**src/rtl/event_capture_pkg.sv**
```systemverilog
// Shared constants for the event capture core: controller state encoding,
// status-byte layout, idle byte and record sizing helpers.
package event_capture_pkg;

    // Controller state encoding
    localparam logic [1:0] ST_IDLE    = 2'd0;
    localparam logic [1:0] ST_ARMED   = 2'd1;
    localparam logic [1:0] ST_CAPTURE = 2'd2;

    // Status byte layout: {valid, ovf, 6'b0}
    localparam int STATUS_VALID_BIT = 7;
    localparam int STATUS_OVF_BIT   = 6;

    // Byte presented whenever no record is being sent
    localparam logic [7:0] IDLE_BYTE = 8'h00;

    // Payload bytes needed for one {ts, pins} event, rounded up to whole bytes
    function automatic int payload_bytes(input int ts_w, input int n_ch);
        return (ts_w + n_ch + 7) / 8;
    endfunction

    // Width of the right-justified, zero-padded payload in bits
    function automatic int payload_bits(input int ts_w, input int n_ch);
        return payload_bytes(ts_w, n_ch) * 8;
    endfunction

endpackage

```
**src/rtl/event_fifo.sv**
```systemverilog
// Event FIFO: show-ahead read data, registered occupancy count.
// A push while full is accepted only when a pop happens in the same cycle.
module event_fifo #(
    parameter int WIDTH = 32,
    parameter int DEPTH = 16
) (
    input  logic                     clk,
    input  logic                     rst,
    input  logic                     push,
    input  logic [WIDTH-1:0]         push_data,
    input  logic                     pop,
    output logic [WIDTH-1:0]         pop_data,
    output logic                     full,
    output logic                     empty,
    output logic [$clog2(DEPTH):0]   level
);
    localparam int AW = $clog2(DEPTH);
    localparam int CW = AW + 1;

    logic [WIDTH-1:0] mem [DEPTH];
    logic [AW-1:0]    wr_ptr_q;
    logic [AW-1:0]    rd_ptr_q;
    logic [CW-1:0]    count_q;
    logic [CW-1:0]    count_d;
    logic             do_push;
    logic             do_pop;

    assign full     = (count_q == CW'(DEPTH));
    assign empty    = (count_q == '0);
    assign do_pop   = pop && !empty;
    assign do_push  = push && (!full || do_pop);
    assign count_d  = count_q + CW'(do_push) - CW'(do_pop);
    assign pop_data = mem[rd_ptr_q];
    assign level    = count_q;

    // Write accepted events into storage.
    // NOTE: storage is not reset; the pointers and count alone decide which entries are valid.
    always_ff @(posedge clk) begin
        if (do_push) begin
            mem[wr_ptr_q] <= push_data;
        end
    end

    // Advance pointers and occupancy; pointers wrap naturally since DEPTH is a power of two.
    // NOTE: non-blocking assignments so every flop sees the pre-edge value of the others.
    always_ff @(posedge clk) begin
        if (!rst) begin
            wr_ptr_q <= '0;
            rd_ptr_q <= '0;
            count_q  <= '0;
        end else begin
            if (do_push) wr_ptr_q <= wr_ptr_q + AW'(1);
            if (do_pop)  rd_ptr_q <= rd_ptr_q + AW'(1);
            count_q <= count_d;
        end
    end

endmodule

```
**src/rtl/event_capture_core.sv**
```systemverilog
// Event capture core: synchronises channel pins, waits for a masked trigger,
// then logs every pin change (plus keepalives) as {delta ts, pins} events and
// serialises them byte by byte to an SPI reader.
module event_capture_core
    import event_capture_pkg::*;
#(
    parameter int N_CH  = 8,
    parameter int TS_W  = 24,
    parameter int DEPTH = 16
) (
    input  logic                     clk,
    input  logic                     rst,
    input  logic [N_CH-1:0]          pin_values,
    input  logic                     arm,
    input  logic [N_CH-1:0]          trig_mask,
    input  logic [N_CH-1:0]          trig_value,
    input  logic                     byte_taken,
    output logic [7:0]               tx_byte,
    output logic                     overflow,
    output logic [$clog2(DEPTH):0]   fifo_level,
    output logic                     capturing
);
    localparam int EV_W  = TS_W + N_CH;
    localparam int PB    = payload_bytes(TS_W, N_CH);
    localparam int REC_W = payload_bits(TS_W, N_CH);
    localparam int BL_W  = 4;

    logic [N_CH-1:0]  sync_q, s_q, s_prev_q;
    logic [1:0]       state_q, state_d;
    logic [TS_W-1:0]  delta_q, delta_d;
    logic             trig_hit;
    logic             push;
    logic [EV_W-1:0]  push_data;
    logic             pop;
    logic [EV_W-1:0]  pop_data;
    logic             fifo_full, fifo_empty;
    logic             drop;
    logic             overflow_q, overflow_d;
    logic [7:0]       tx_q, tx_d, status;
    logic [REC_W-1:0] shift_q, shift_d;
    logic [BL_W-1:0]  left_q, left_d;

    event_fifo #(
        .WIDTH (EV_W),
        .DEPTH (DEPTH)
    ) u_fifo (
        .clk       (clk),
        .rst       (rst),
        .push      (push),
        .push_data (push_data),
        .pop       (pop),
        .pop_data  (pop_data),
        .full      (fifo_full),
        .empty     (fifo_empty),
        .level     (fifo_level)
    );

    assign trig_hit  = ((s_q & trig_mask) == (trig_value & trig_mask));
    assign drop      = push && fifo_full && !pop;
    assign capturing = (state_q == ST_CAPTURE);
    assign tx_byte   = tx_q;
    assign overflow  = overflow_q;

    // Two-flop synchroniser plus a one-cycle history of the synchronised pins.
    always_ff @(posedge clk) begin
        if (!rst) begin
            sync_q   <= '0;
            s_q      <= '0;
            s_prev_q <= '0;
        end else begin
            sync_q   <= pin_values;
            s_q      <= sync_q;
            s_prev_q <= s_q;
        end
    end

    // Controller: arm/trigger sequencing and event generation with the delta timestamp.
    // NOTE: every signal driven here gets a default first, so no latch is inferred.
    always_comb begin
        state_d   = state_q;
        delta_d   = '0;
        push      = 1'b0;
        push_data = {TS_W'(0), s_q};
        if (!arm) begin
            state_d = ST_IDLE;
        end else begin
            case (state_q)
                ST_IDLE: state_d = ST_ARMED;
                ST_ARMED: begin
                    if (trig_hit) begin
                        state_d = ST_CAPTURE;
                        push    = 1'b1;
                    end
                end
                ST_CAPTURE: begin
                    // A keepalive carries ts = all-ones, which is exactly delta_q at that point.
                    if ((s_q != s_prev_q) || (delta_q == '1)) begin
                        push      = 1'b1;
                        push_data = {delta_q, s_q};
                    end else begin
                        delta_d = delta_q + TS_W'(1);
                    end
                end
                default: state_d = ST_IDLE;
            endcase
        end
    end

    // Controller state and delta counter registers.
    always_ff @(posedge clk) begin
        if (!rst) begin
            state_q <= ST_IDLE;
            delta_q <= '0;
        end else begin
            state_q <= state_d;
            delta_q <= delta_d;
        end
    end

    // Serialiser: status byte on pop, then payload bytes MSB first, idle byte when empty.
    always_comb begin
        tx_d    = tx_q;
        shift_d = shift_q;
        left_d  = left_q;
        pop     = 1'b0;
        status  = IDLE_BYTE;
        status[STATUS_VALID_BIT] = 1'b1;
        status[STATUS_OVF_BIT]   = overflow_q;
        if (byte_taken) begin
            if (left_q != '0) begin
                tx_d    = shift_q[REC_W-1 -: 8];
                shift_d = shift_q << 8;
                left_d  = left_q - BL_W'(1);
            end else if (!fifo_empty) begin
                pop     = 1'b1;
                tx_d    = status;
                shift_d = REC_W'(pop_data);
                left_d  = BL_W'(PB);
            end else begin
                tx_d = IDLE_BYTE;
            end
        end
    end

    // Sticky overflow: set by a drop, cleared when a record reports it.
    always_comb begin
        overflow_d = overflow_q;
        if (drop) begin
            overflow_d = 1'b1;
        end else if (pop) begin
            overflow_d = 1'b0;
        end
    end

    // Serialiser and overflow registers; reset abandons any record in flight.
    always_ff @(posedge clk) begin
        if (!rst) begin
            tx_q       <= IDLE_BYTE;
            shift_q    <= '0;
            left_q     <= '0;
            overflow_q <= 1'b0;
        end else begin
            tx_q       <= tx_d;
            shift_q    <= shift_d;
            left_q     <= left_d;
            overflow_q <= overflow_d;
        end
    end

endmodule
```
**config.mk**
```make
export PLATFORM = sky130hd
export DESIGN_NAME = event_capture_core
export DESIGN_NICKNAME = d
export VERILOG_FILES = /design/src/rtl/event_capture_pkg.sv /design/src/rtl/event_fifo.sv /design/src/rtl/event_capture_core.sv
export SDC_FILE = /design/constraint.sdc
export NUM_CORES = 1
export LEC_CHECK = 0
export CAP_MARGIN = 10
export CORE_ASPECT_RATIO = 1.5
export CORE_MARGIN = 4
export CORE_UTILIZATION = 40
export DETAILED_ROUTE_END_ITERATION = 12
export SETUP_SLACK_MARGIN = 0.5
export SYNTH_ARGS = -nofsm -noshare
export SYNTH_HDL_FRONTEND = slang
export SYNTH_SLANG_ARGS = --single-unit
export TNS_END_PERCENT = 50
```
**constraint.sdc**
```tcl
create_clock -name clk -period 5.45 [get_ports clk]
set_input_delay 1.09 -clock clk [delete_from_list [all_inputs] [get_ports clk]]
set_output_delay 1.09 -clock clk [all_outputs]
set_load 0.02 [all_outputs]
```
[Word-level counts from Yosys, hierarchy flattened]
Memory sizes are Yosys's and may differ from the RTL's. A register that Yosys moved wholly into a read port is not among the register bits.
Cells that the tools add are included.
Cells by class
  add/sub/neg operators: 6
  multipliers: 0
  divide/modulo/power cells: 0
  order comparisons: 0
  eq/ne operators: 8
  shift-type cells: 0
  multiplexer cells: 24
  bitwise logic cells: 5
  reduce and logical (&&, ||, !) cells: 17
Operators by type and width (number)
  $mux 32: 5
  $add 24x1->24 const B: 1
  $eq 24x24->1 const B: 1
  $and 8x8->8: 2
  $mux 4: 4
  $mux 8: 2
  $mux 1: 10
  $add 4x1->4 const B: 2
  $eq 8x8->1: 1
  $ne 8x8->1: 1
  $pmux 2 s3: 1
  $reduce_and 2->1: 3
  $add 5x1->5: 1
  $eq 5x5->1 const B: 1
  $logic_not 5->1: 1
  $sub 5x1->5: 1
  $logic_and 1x1->1: 4
  $reduce_bool 4->1: 1
  $reduce_or 4->1: 1
  $sub 4x1->4 const B: 1
  $logic_not 1->1: 3
  $not 1->1: 3
  $eq 2x1->1 const B: 1
  $eq 2x2->1 const B: 1
  other kinds (7): 8
Word-level totals
  bits in registers: 108
  bits in latches: 0
  bits in writable memories: 512
  ROM bits: 0
  input bits: 28
  output and inout port bits: 15
  memories: 1
Memories
  u_fifo.mem: depth 16, width 32, rd ports 1, clocked after Yosys merged registers in 1, wr ports 1, RTL line event_fifo.sv:20  | logic [WIDTH-1:0] mem [DEPTH];

[Logic depth before layout (Yosys ltp)]
Gate-level depths: netlist of run 1.
  depth in word-level cells: 9
  gate-level depth with buffers: 15

[Cells and area by module]
Synthesis of run 1 repeated with hierarchy kept, for this count alone.
Second synthesis, totals
  cells, all modules: 1354
  area, all modules: 24183.2 sq um
Modules (own cells, without submodules)
  event_fifo: instances 1, cells an instance 895, area an instance 20046.7 sq um, sequential area each 15715.1 sq um
  event_capture_core: instances 1, cells an instance 459, area an instance 4136.5 sq um, sequential area each 1901.8 sq um

[Worst setup path after synthesis of run 1]
No wires, ideal clock.
  kind: input port to flip-flop
  from: in trig_value[7]
  to: mem u_fifo.mem[0][0], enable pin
  data arrival time: 4444 ps
  data required time: 4989 ps
  slack: 545 ps
  stages: 7
  buffers on the path: 0
  path through: xor2_1 -> a22oi_1 -> nand4_1 -> or2_2 -> a21oi_4 -> nand2_1 -> nor3_1
On the way
  longest elaborated chain between the ends: 8
RTL lines
  start, declared: RTL line event_capture_core.sv:16  | input logic [N_CH-1:0] trig_value,
  $and 8x8->8: RTL line event_capture_core.sv:58  | assign trig_hit = ((s_q & trig_mask) == (trig_value & trig_mask));
  $eq 8x8->1: RTL line event_capture_core.sv:58
  $mux 1: RTL line event_capture_core.sv:90  | if (trig_hit) begin
  $pmux 1 s2: RTL line event_capture_core.sv:87  | case (state_q)
  $mux 1: RTL line event_capture_core.sv:84  | if (!arm) begin
  $logic_and 1x1->1: RTL line event_fifo.sv:31  | assign do_push = push && (!full || do_pop);
  net u_fifo.do_push: RTL line event_fifo.sv:25  | logic do_push;
  $mux 1: RTL line event_fifo.sv:39  | if (do_push) begin
  $mux 1 (implied by the code): RTL line event_fifo.sv:40  | mem[wr_ptr_q] <= push_data;
  end, declared: RTL line event_fifo.sv:20
The timed path passes the listed nets, and every way through them passes these cells.

[Final worst setup path of run 1]
  from: reg delta_q[0]
  to: mem u_fifo.mem[7][19] (data pin)
On the way
  longest elaborated chain between the ends: 5
RTL lines
  start, declared: RTL line event_capture_core.sv:30  | logic [TS_W-1:0] delta_q, delta_d;
  start signal, assigned: RTL line event_capture_core.sv:116  | delta_q <= delta_d;
  $eq 24x24->1: RTL line event_capture_core.sv:97  | if ((s_q != s_prev_q) || (delta_q == '1)) begin
  $logic_or 1x1->1: RTL line event_capture_core.sv:97
  $mux 32: RTL line event_capture_core.sv:97
  $mux 32: RTL line event_capture_core.sv:87
  $mux 32: RTL line event_capture_core.sv:84
  net push_data[19]: RTL line event_capture_core.sv:33  | logic [EV_W-1:0] push_data;
The timed path passes the listed nets, and every way through them passes these cells.

==> results by stage, run 1 <==
Finish:
- Relative to the synthesized area, the layout overhead comes to 14.50%.
- The count of nets after finishing is 1397.
- For this run, the share of the core covered by cells in the final layout is around 46%.
- The number of antenna repair diodes is 0.
- Leaving out fill and tap cells, the most frequent cell in the layout is sky130_fd_sc_hd__edfxtp_1.
- The post-route netlist has a little under a quarter of its cells at a drive strength greater than 1.
- In the layout the commonest cells are 512 x sky130_fd_sc_hd__edfxtp_1, 160 x sky130_fd_sc_hd__mux4_2, 108 x sky130_fd_sc_hd__dfxtp_1.
- The non-filler instance count after layout is between 2000 and 2500.

Worst setup path:
- The worst setup path is captured at a flip-flop.
- STA classifies the critical path startpoint as a flip-flop.
- Data on the critical path is required at its endpoint by between 5 and 6 ns.
- The data arrival time of the critical path is 4.13 ns.
- Of all nets on the critical path, the largest fanout is 23.
- The critical path is of the reg -> reg type.

Synth:
- The async set or reset register ratio after synthesis is 0%.
- The number of unique standard cell types used by synthesis is 42.
- The flip-flop and latch count after synthesis is roughly 620.
- The area fraction of the dominant cell type after synthesis is a little under two thirds.
- For this run, the register share of the synthesized area comes to between 70% and 80%.
- The largest area contributor in the synthesized netlist is sky130_fd_sc_hd__edfxtp_1.
- By area the synthesized netlist is led by sky130_fd_sc_hd__edfxtp_1 64%, sky130_fd_sc_hd__mux4_2 15%, sky130_fd_sc_hd__dfxtp_1 9.3%.
- In this run the mean area of a mapped cell was between 15 and 20 um^2.
- The synthesized design contains between 500 and 600 enable-type register cells.
- Yosys printed 0 warnings.
- The number of nets in the synthesized netlist is 1329.
- Synthesis produced a netlist whose cell count is between 1000 and 1500.
- The most used flip-flop cell after synthesis is sky130_fd_sc_hd__edfxtp_1.
- The synthesized netlist occupies a cell area of 24090 um^2.

Global route:
- The via count of the first global-routing pass came to 12440.
- The number of antenna violations at the first check in global routing is 0.
- Entering global routing, the biggest net connects between 80 and 90 pins.
- The first-pass GRT wire length is ~82000 um.
- Across every metal layer, demand over resource in global routing totals 17.02%.
- The total overflow left after global routing is 0.

Placement:
- Counting tap cells, the placed design contains a total of around 2100 instances.
- The last weighted congestion value of the routability-driven placer is around 0.8.
- The count of input and output buffers is 42.
- The final HPWL from detailed placement is 34200 um.

STA:
- The worst hold slack across all endpoints is about 0.43 ns.
- Setup repair after global routing left no endpoint under its margin.
- Setup violations remaining at the end of the flow were counted as 0.
- The summed negative setup slack over all endpoints is 0 ns.
- The minimum clock period after layout is 3.859 ns.
- The relative max-transition margin is 22.28%.
- The worst-case clock skew is between 0.02 and 0.025 ns.
- The share of the clock period used by the worst path after layout is just over 70%.
- The maximum clock frequency is approximately 260 MHz.
- The actual slew at the worst max-slew pin is roughly 1.2 ns.
- The final hold violation count is 0.
- The number of pins with negative max-slew slack in the final report is 0.

Floorplan:
- The total number of placement rows is approximately 110.
- The effective utilization at floorplan is between 40 and 50%.
- The die height is about 310 um.
- The floorplan core area is 59330 um^2.
- The die covers roughly 64000 um^2.
- The die is about 210 um wide.
- The I/O pin count is 43.

CTS:
- Clock tree synthesis selected as its root buffer the cell sky130_fd_sc_hd__clkbuf_16.
- Clock tree synthesis inserted a total of 56 buffers.
- Buffers inserted to repair hold after CTS numbered 0.
- For the worst-skew pair, the clock arrives at the later sink with an insertion delay of about 0.59 ns.
- The clock net in this run drives a total of roughly 620 sinks.
- The count of H-tree levels built during CTS is 2.
- The number of buffers on the longest clock path is 3.
- TritonCTS built the clock tree.
- Post-CTS timing repair inserted 0 buffers for setup.
- The clock input transition at the sequential cells of the worst setup and hold paths is around 0.060 ns.
- Gates resized during post-CTS repair numbered 0.

Outcome:
- The run finished with clean final reports.

Detailed routing:
- The number of optimization iterations in the first detailed-route pass is 5.
- The detailed router finished its first iteration with 875 violations.
- Summed over all layers, the routed wires come to 55000 um.
- The routed layout has between 10000 and 15000 vias.
- Dividing the detail-routed wire length by the instance count gives 25.27 um.
- The met2 routed wirelength is 30110 um.
- For this run, design rule violations remaining after detail routing come to 0.
- The detail route stage leaves a number of antenna-violating nets equal to 0.
- Dividing the detail-routed via count by the number of cells gives ~5.4.
- The wire length the detailed router placed on met1 is roughly 21000 um.
- The uppermost signal routing layer after detailed routing is met4.
- The detailed-routed wire length on met3 is 2047 um.

Power:
- The total power divided by cell area is between 400 and 500 nW/um^2.
- The maximum VDD drop is between 0.0002 and 0.00025 V.
- The power after layout is 11.04 mW.
- The analysis attributes to cell leakage a power of between 8 and 9 nW.

Worst hold path:
- The worst min-delay path class is reg -> reg.

Job:
- Max-cap violations in this run came to 0.
==> Yosys cell counts, drive strengths merged, types with 9 or more instances <==
cell type and count:
edfxtp 512, mux4 160, dfxtp 112, and2 58, a21oi 57, nand2 55
nor2 55, clkbuf 35, buf 29, o21ai 29, xor2 28, ha 16
nand3 16, inv 15, xnor2 15, nand2b 14, a22oi 12, a21boi 10
nand4 10, nor2b 10, nor3 9
==> final cells by class <==
class / instances / area (um^2)
sequential: 624 / 17630
tap: 777 / 972.2
timing repair buffer: 74 / 730.7
clock inverter: 29 / 302.8
multi-input combinational: 581 / 6262
inverter: 15 / 56.30
clock buffer: 77 / 1627
fill: 4917 / 31750
==> layer usage <==
metal,vias to the layer above,track usage [%]
met2,248,31.84
met1,6278,20.25
li1,5189,-
met3,78,2.283
met5,-,0
met4,0,5.747
==> where the power goes <==
part	internal, mW	switching [mW]	leakage (nW)
Clock	2.37	1.70	0.960
Combinational	0.775	0.750	2.02
Sequential	5.21	0.226	5.40
Total	8.36	2.68	8.38
==> through the flow <==
stage	setup slack [ns]	instance area, um^2
after floorplan	0.5451	24090
after global placement	1.069	25650
after detailed placement	0.9713	25650
after CTS	1.540	27580
after global routing	1.295	27580
final	1.591	27580
==> sequential cells by signal, summed over array words and instances, names as in the netlist, named ones only <==
name	cells
delta_q	24
left_q	4
overflow	1
s_prev_q	8
s_q	8
shift_q	32
state_q	2
sync_q	8
tx_byte	8
u_fifo.level	5
u_fifo.mem	512
u_fifo.rd_ptr_q	4
u_fifo.wr_ptr_q	4
==> worst max-delay path, stage by stage, from the launching register on <==
cell and delay (ns):
sky130_fd_sc_hd__dfxtp_1 0.38, sky130_fd_sc_hd__ha_1 0.28, sky130_fd_sc_hd__nand3_1 0.16, sky130_fd_sc_hd__nor4_2 0.40
sky130_fd_sc_hd__and3_1 0.42, sky130_fd_sc_hd__o21ai_2 0.12, sky130_fd_sc_hd__buf_4 0.19, sky130_fd_sc_hd__nor2_1 0.82
sky130_fd_sc_hd__and2_1 0.76
==> kinds of logic after synthesis <==
| logic type | after synthesis | share of synthesized area [%] |
|---|---|---|
| XOR/XNOR | 43 | 1.564 |
| buffers and inverters | 79 | 1.345 |
| AO/OA/AOI/OAI | 114 | 2.737 |
| adder cells (fa/ha/maj) | 17 | 0.9142 |
| flip-flops | 624 | 73.14 |
| AND/OR/NAND/NOR | 244 | 5.220 |
| multiplexers | 163 | 15.08 |
==> path summary, 6_finish.rpt <==
kind / start / end / slack [ns] / cells past startpoint
min: sync_q[0] / s_q[0] / 0.43 / 1
max reg2reg: delta_q[0] / u_fifo.mem[7][19] / 1.59 / 8
min reg2reg: sync_q[0] / s_q[0] / 0.43 / 1
max: delta_q[0] / u_fifo.mem[7][19] / 1.59 / 8
(Power assumes the default switching activity.)
==> run 2, diff against run 1 <==
Clock period 5.45 ns to 3.63 ns, I/O delays scaled along.
==> run 2 against run 1 <==
  * Routed wire length fell by 5.1%
  * Global-route usage is 0.82 points lower
  * Clock-buffer cell count shrank 13
  * Power increased by 49%
  * Critical path type unchanged
  * Largest power group unchanged
==> results by stage, run 2 (synthesis gave the netlist of run 1 again) <==
Worst setup path:
- The delay of the slowest cell on the worst path is 0.44 ns (-0.38 ns).
- The data arrival time of the critical path is 3.45 ns (-0.68 ns).
- The critical path data required time is 4.10 ns (-1.62 ns).
- The startpoint identified for the worst register-to-register timing path is s_q[4].
- The setup slack on the worst flop-to-flop path is 0.65 ns (-0.94 ns).
- The worst setup path is launched from a flip-flop.
- The depth of the worst register-to-register path is 11 (+3).
- The endpoint of the lowest-slack register-to-register path is u_fifo.level[4].
- For this design, the slowest cell found on the critical path is sky130_fd_sc_hd__fa_1.
- The path type of the worst setup path is reg -> reg.
- The worst setup path is captured at a flip-flop.
- The critical path goes through xor2_1 -> nor4_2 -> nand2_1 -> o21ai_2 -> a21oi_4 -> ha_1 -> fa_1 -> a21oi_1 -> nor2_1 -> or3_1 -> and3_1.
- The maximum fanout along the worst path is 4 (-83%).

CTS:
- The clock latency reported for the late side of the worst-skew pair is 0.58 ns (about the same).
- The number of buffers on the longest clock path is 3 (unchanged).
- The clock input transition at the sequential cells of the worst setup and hold paths is 0.07 ns (about the same).
- The number of buffers created by CTS was 55 (-1.8%).
- The post-CTS setup repair buffer count is 0 (unchanged).
- Clock tree synthesis selected as its root buffer the cell sky130_fd_sc_hd__clkbuf_16.
- The count of H-tree levels built during CTS is 2 (unchanged).
- The clock sink count is 624 (unchanged).
- The TritonCTS clock tree is done.
- The hold buffer count at cts is 0 (unchanged).

Floorplan:
- The effective utilization at floorplan is 40.60% (unchanged).
- The total number of placement rows is 109 (unchanged).
- The I/O pin count is 43 (unchanged).
- The die area came to 64290 um^2 (unchanged).
- The die height is 308.6 um (unchanged).
- The floorplan core area was 59330 um^2 (unchanged).
- The horizontal extent of the die is 208.4 um (unchanged).

Finish:
- The largest registers in the layout are u_fifo.mem x512, shift_q x32, delta_q x24.
- The count of nets after finishing is 1449 (+3.7%).
- The flip-flop count of the largest register after layout is 512 (unchanged).
- From synthesis to final layout, the design area changed by 17.01%.
- The post-route core utilization is 47.51% (+1.0 points).
- The number of filler cells placed in the layout was 4878 (-0.79%).
- The fraction of final layout cells with drive strength greater than 1 is 25.09% (+2.4 points).
- The library cells used most frequently in the layout, excluding fill and tap cells, are 512 x sky130_fd_sc_hd__edfxtp_1, 160 x sky130_fd_sc_hd__mux4_2, 108 x sky130_fd_sc_hd__dfxtp_1.
- The library cell used most frequently in the layout, excluding fill and tap cells, is sky130_fd_sc_hd__edfxtp_1.
- The number of antenna repair diodes is 0 (unchanged).
- u_fifo.mem holds more flip-flops than any other register.

Power:
- The switching part of the total power came to 24.30% (about the same).
- The power after layout is 16.45 mW (+49%).
- The sequential cell fraction of total power is 49.0% (-0.3 points).
- The combinational power share is 14.3% (+0.5 points).
- The clock network power share is 36.7% (-0.2 points).
- The power dissipated by switching net loads is 3.997 mW (+49%).
- The maximum VDD drop is 0.0003184 V (+36%).
- The total power divided by cell area is 583.6 nW/um^2 (+46%).
- The leakage power of the design was 8.796 nW (+5.0%).
- The cell internal power dissipation is 12.45 mW (+49%).

Global route:
- The first-pass GRT wire length was 79430 um (-3.1%).
- The sum of overflow across all layers after global routing was 0 (unchanged).
- The total routing usage reported by global routing is 16.20% (-0.82 points).
- The number of antenna violations at the first check in global routing came to 0 (unchanged).
- The largest net degree at the start of global routing was 58 (-34%).
- The via count of the first global-routing pass is 12370 (-0.57%).

STA:
- The total setup violations reported at the end of the flow is 0 (unchanged).
- The minimum setup slack in the final design is 0.6495 ns (-0.9411 ns).
- The number of pins with negative max-slew slack in the final report came to 0 (unchanged).
- The share of the clock period used by the worst path after layout is 82.11% (+11 points).
- The maximum clock frequency is 335.5 MHz (+29%).
- Setup repair after global routing could not meet its margin everywhere.
- The relative max-transition margin was 21.59% (-0.69 points).
- The worst-case clock skew is 0.01701 ns (-0.003771 ns).
- The actual slew at the worst max-slew pin is 1.176 ns (+0.01039 ns).
- The minimum clock period after layout is 2.981 ns (-0.8789 ns).
- The final hold violation count is 0 (unchanged).

Detailed routing:
- The number of vias after detailed routing is 11830 (+0.35%).
- The routed length per placed instance is 23.48 um (-7.1%).
- The number of optimization iterations in the first detailed-route pass was 7 (+2).
- The DRC violations left is 0 (unchanged).
- The overall routed net length was 52220 um (-5.1%).
- The number of vias per cell is 5.321 (-1.8%).
- The iteration-0 DRC count of the detailed router is 1210 (+38%).
- The remaining antenna violation count was 0 (unchanged).

Worst hold path:
- The number of stages on the worst hold path came to 1 (unchanged).
- The worst-case hold path end point is s_q[4].
- The startpoint identified for the worst hold timing path is sync_q[4].
- In this run the worst hold path is classified as reg -> reg.

Job:
- The count of max-cap constraint violations is 0 (unchanged).

Placement:
- The final HPWL from detailed placement is 35130 um (+2.7%).
- The setup slack after placement came to 0.04898 ns (-0.9223 ns).
- The count of input and output buffers came to 42 (unchanged).
- The last weighted congestion value of the routability-driven placer is 0.8145 (+3.7%).

Outcome:
- The flow ran to the end, and the final reports show no timing, DRC or antenna violations.
==> run 2: changes by cell type in the layout (fill, tap and decap cells not counted), sizes merged <==
| cell | previous run | this run |
|---|---|---|
| clkinvlp | 2 | 4 |
| buf | 33 | 86 |
| bufinv | 6 | 9 |
| clkinv | 19 | 21 |
| clkbuf | 77 | 64 |
==> run 2: worst max path at each step <==
stage,start,endpoint,slack (ns),cells after the start
6_report,s_q[4],u_fifo.level[4],0.65,11
5_1_grt,delta_q[0],u_fifo.mem[0][7],0.49,10
4_1_cts,delta_q[0],u_fifo.mem[0][7],0.53,10
3_5_place_dp,trig_value[6],u_fifo.mem[0][25],0.05,10
3_3_place_gp,trig_value[7],u_fifo.mem[0][25],0.09,10
2_1_floorplan,trig_value[7],u_fifo.mem[11][0],-0.02,7
==> run 2: metrics by stage <==
step,cell area (um^2),hold WS (ns),std cells,setup TNS [ns]
global placement,26280,0.4231,2124,0
CTS,28160,0.4447,2224,0
finish,28190,0.4378,2224,0
detailed placement,26280,0.4212,2124,0
floorplan,24170,0.4119,1284,-1.226
global route,28190,0.4464,2224,0
==> run 2: what timing repair did <==
action	4_1_cts	5_1_grt
endpoints found under the setup margin	1	481
resized for setup	1	6
pin swaps	0	3
==> run 2: cell type report <==
| cell class | count | area, um^2 | share of cell area, % |
|---|---|---|---|
| Clock buffer | 64 | 1453 | 5.154 |
| Tap cell | 777 | 972.2 | 3.449 |
| Timing Repair Buffer | 127 | 1349 | 4.785 |
| Inverter | 15 | 56.30 | 0.1998 |
| Clock inverter | 36 | 419.2 | 1.487 |
| Sequential cell | 624 | 17630 | 62.55 |
| Multi-Input combinational cell | 581 | 6307 | 22.38 |
==> run 2: worst max-delay path, delay by kind of cell (launching register included) <==
| kind | cells | cell delay, ns |
|---|---|---|
| AOI/OAI and AO/OA | 3 | 0.52 |
| xor gates and xnor gates | 1 | 0.15 |
| adders and majority gates | 2 | 0.68 |
| DFF | 1 | 0.32 |
| and+or+nand+nor | 5 | 1.21 |
==> run 2: routing by layer <==
layer	routed length [um]	track usage (%)	up-vias
li1	-	-	5287
met1	21470	21.77	6164
met2	26260	27.29	311
met3	2916	2.759	72
met4	1580	5.135	0
met5	0	0	-
==> run 2: power by group through the flow <==
stage                     Clock, mW  Sequential (mW)  Combinational, mW
after floorplan                   0             8.11               1.72
after global placement            0             8.22               2.38
after detailed placement          0             8.22               2.39
after CTS                      6.21             8.07               2.40
after global routing           6.47             8.08               2.57
final                          6.04             8.06               2.35
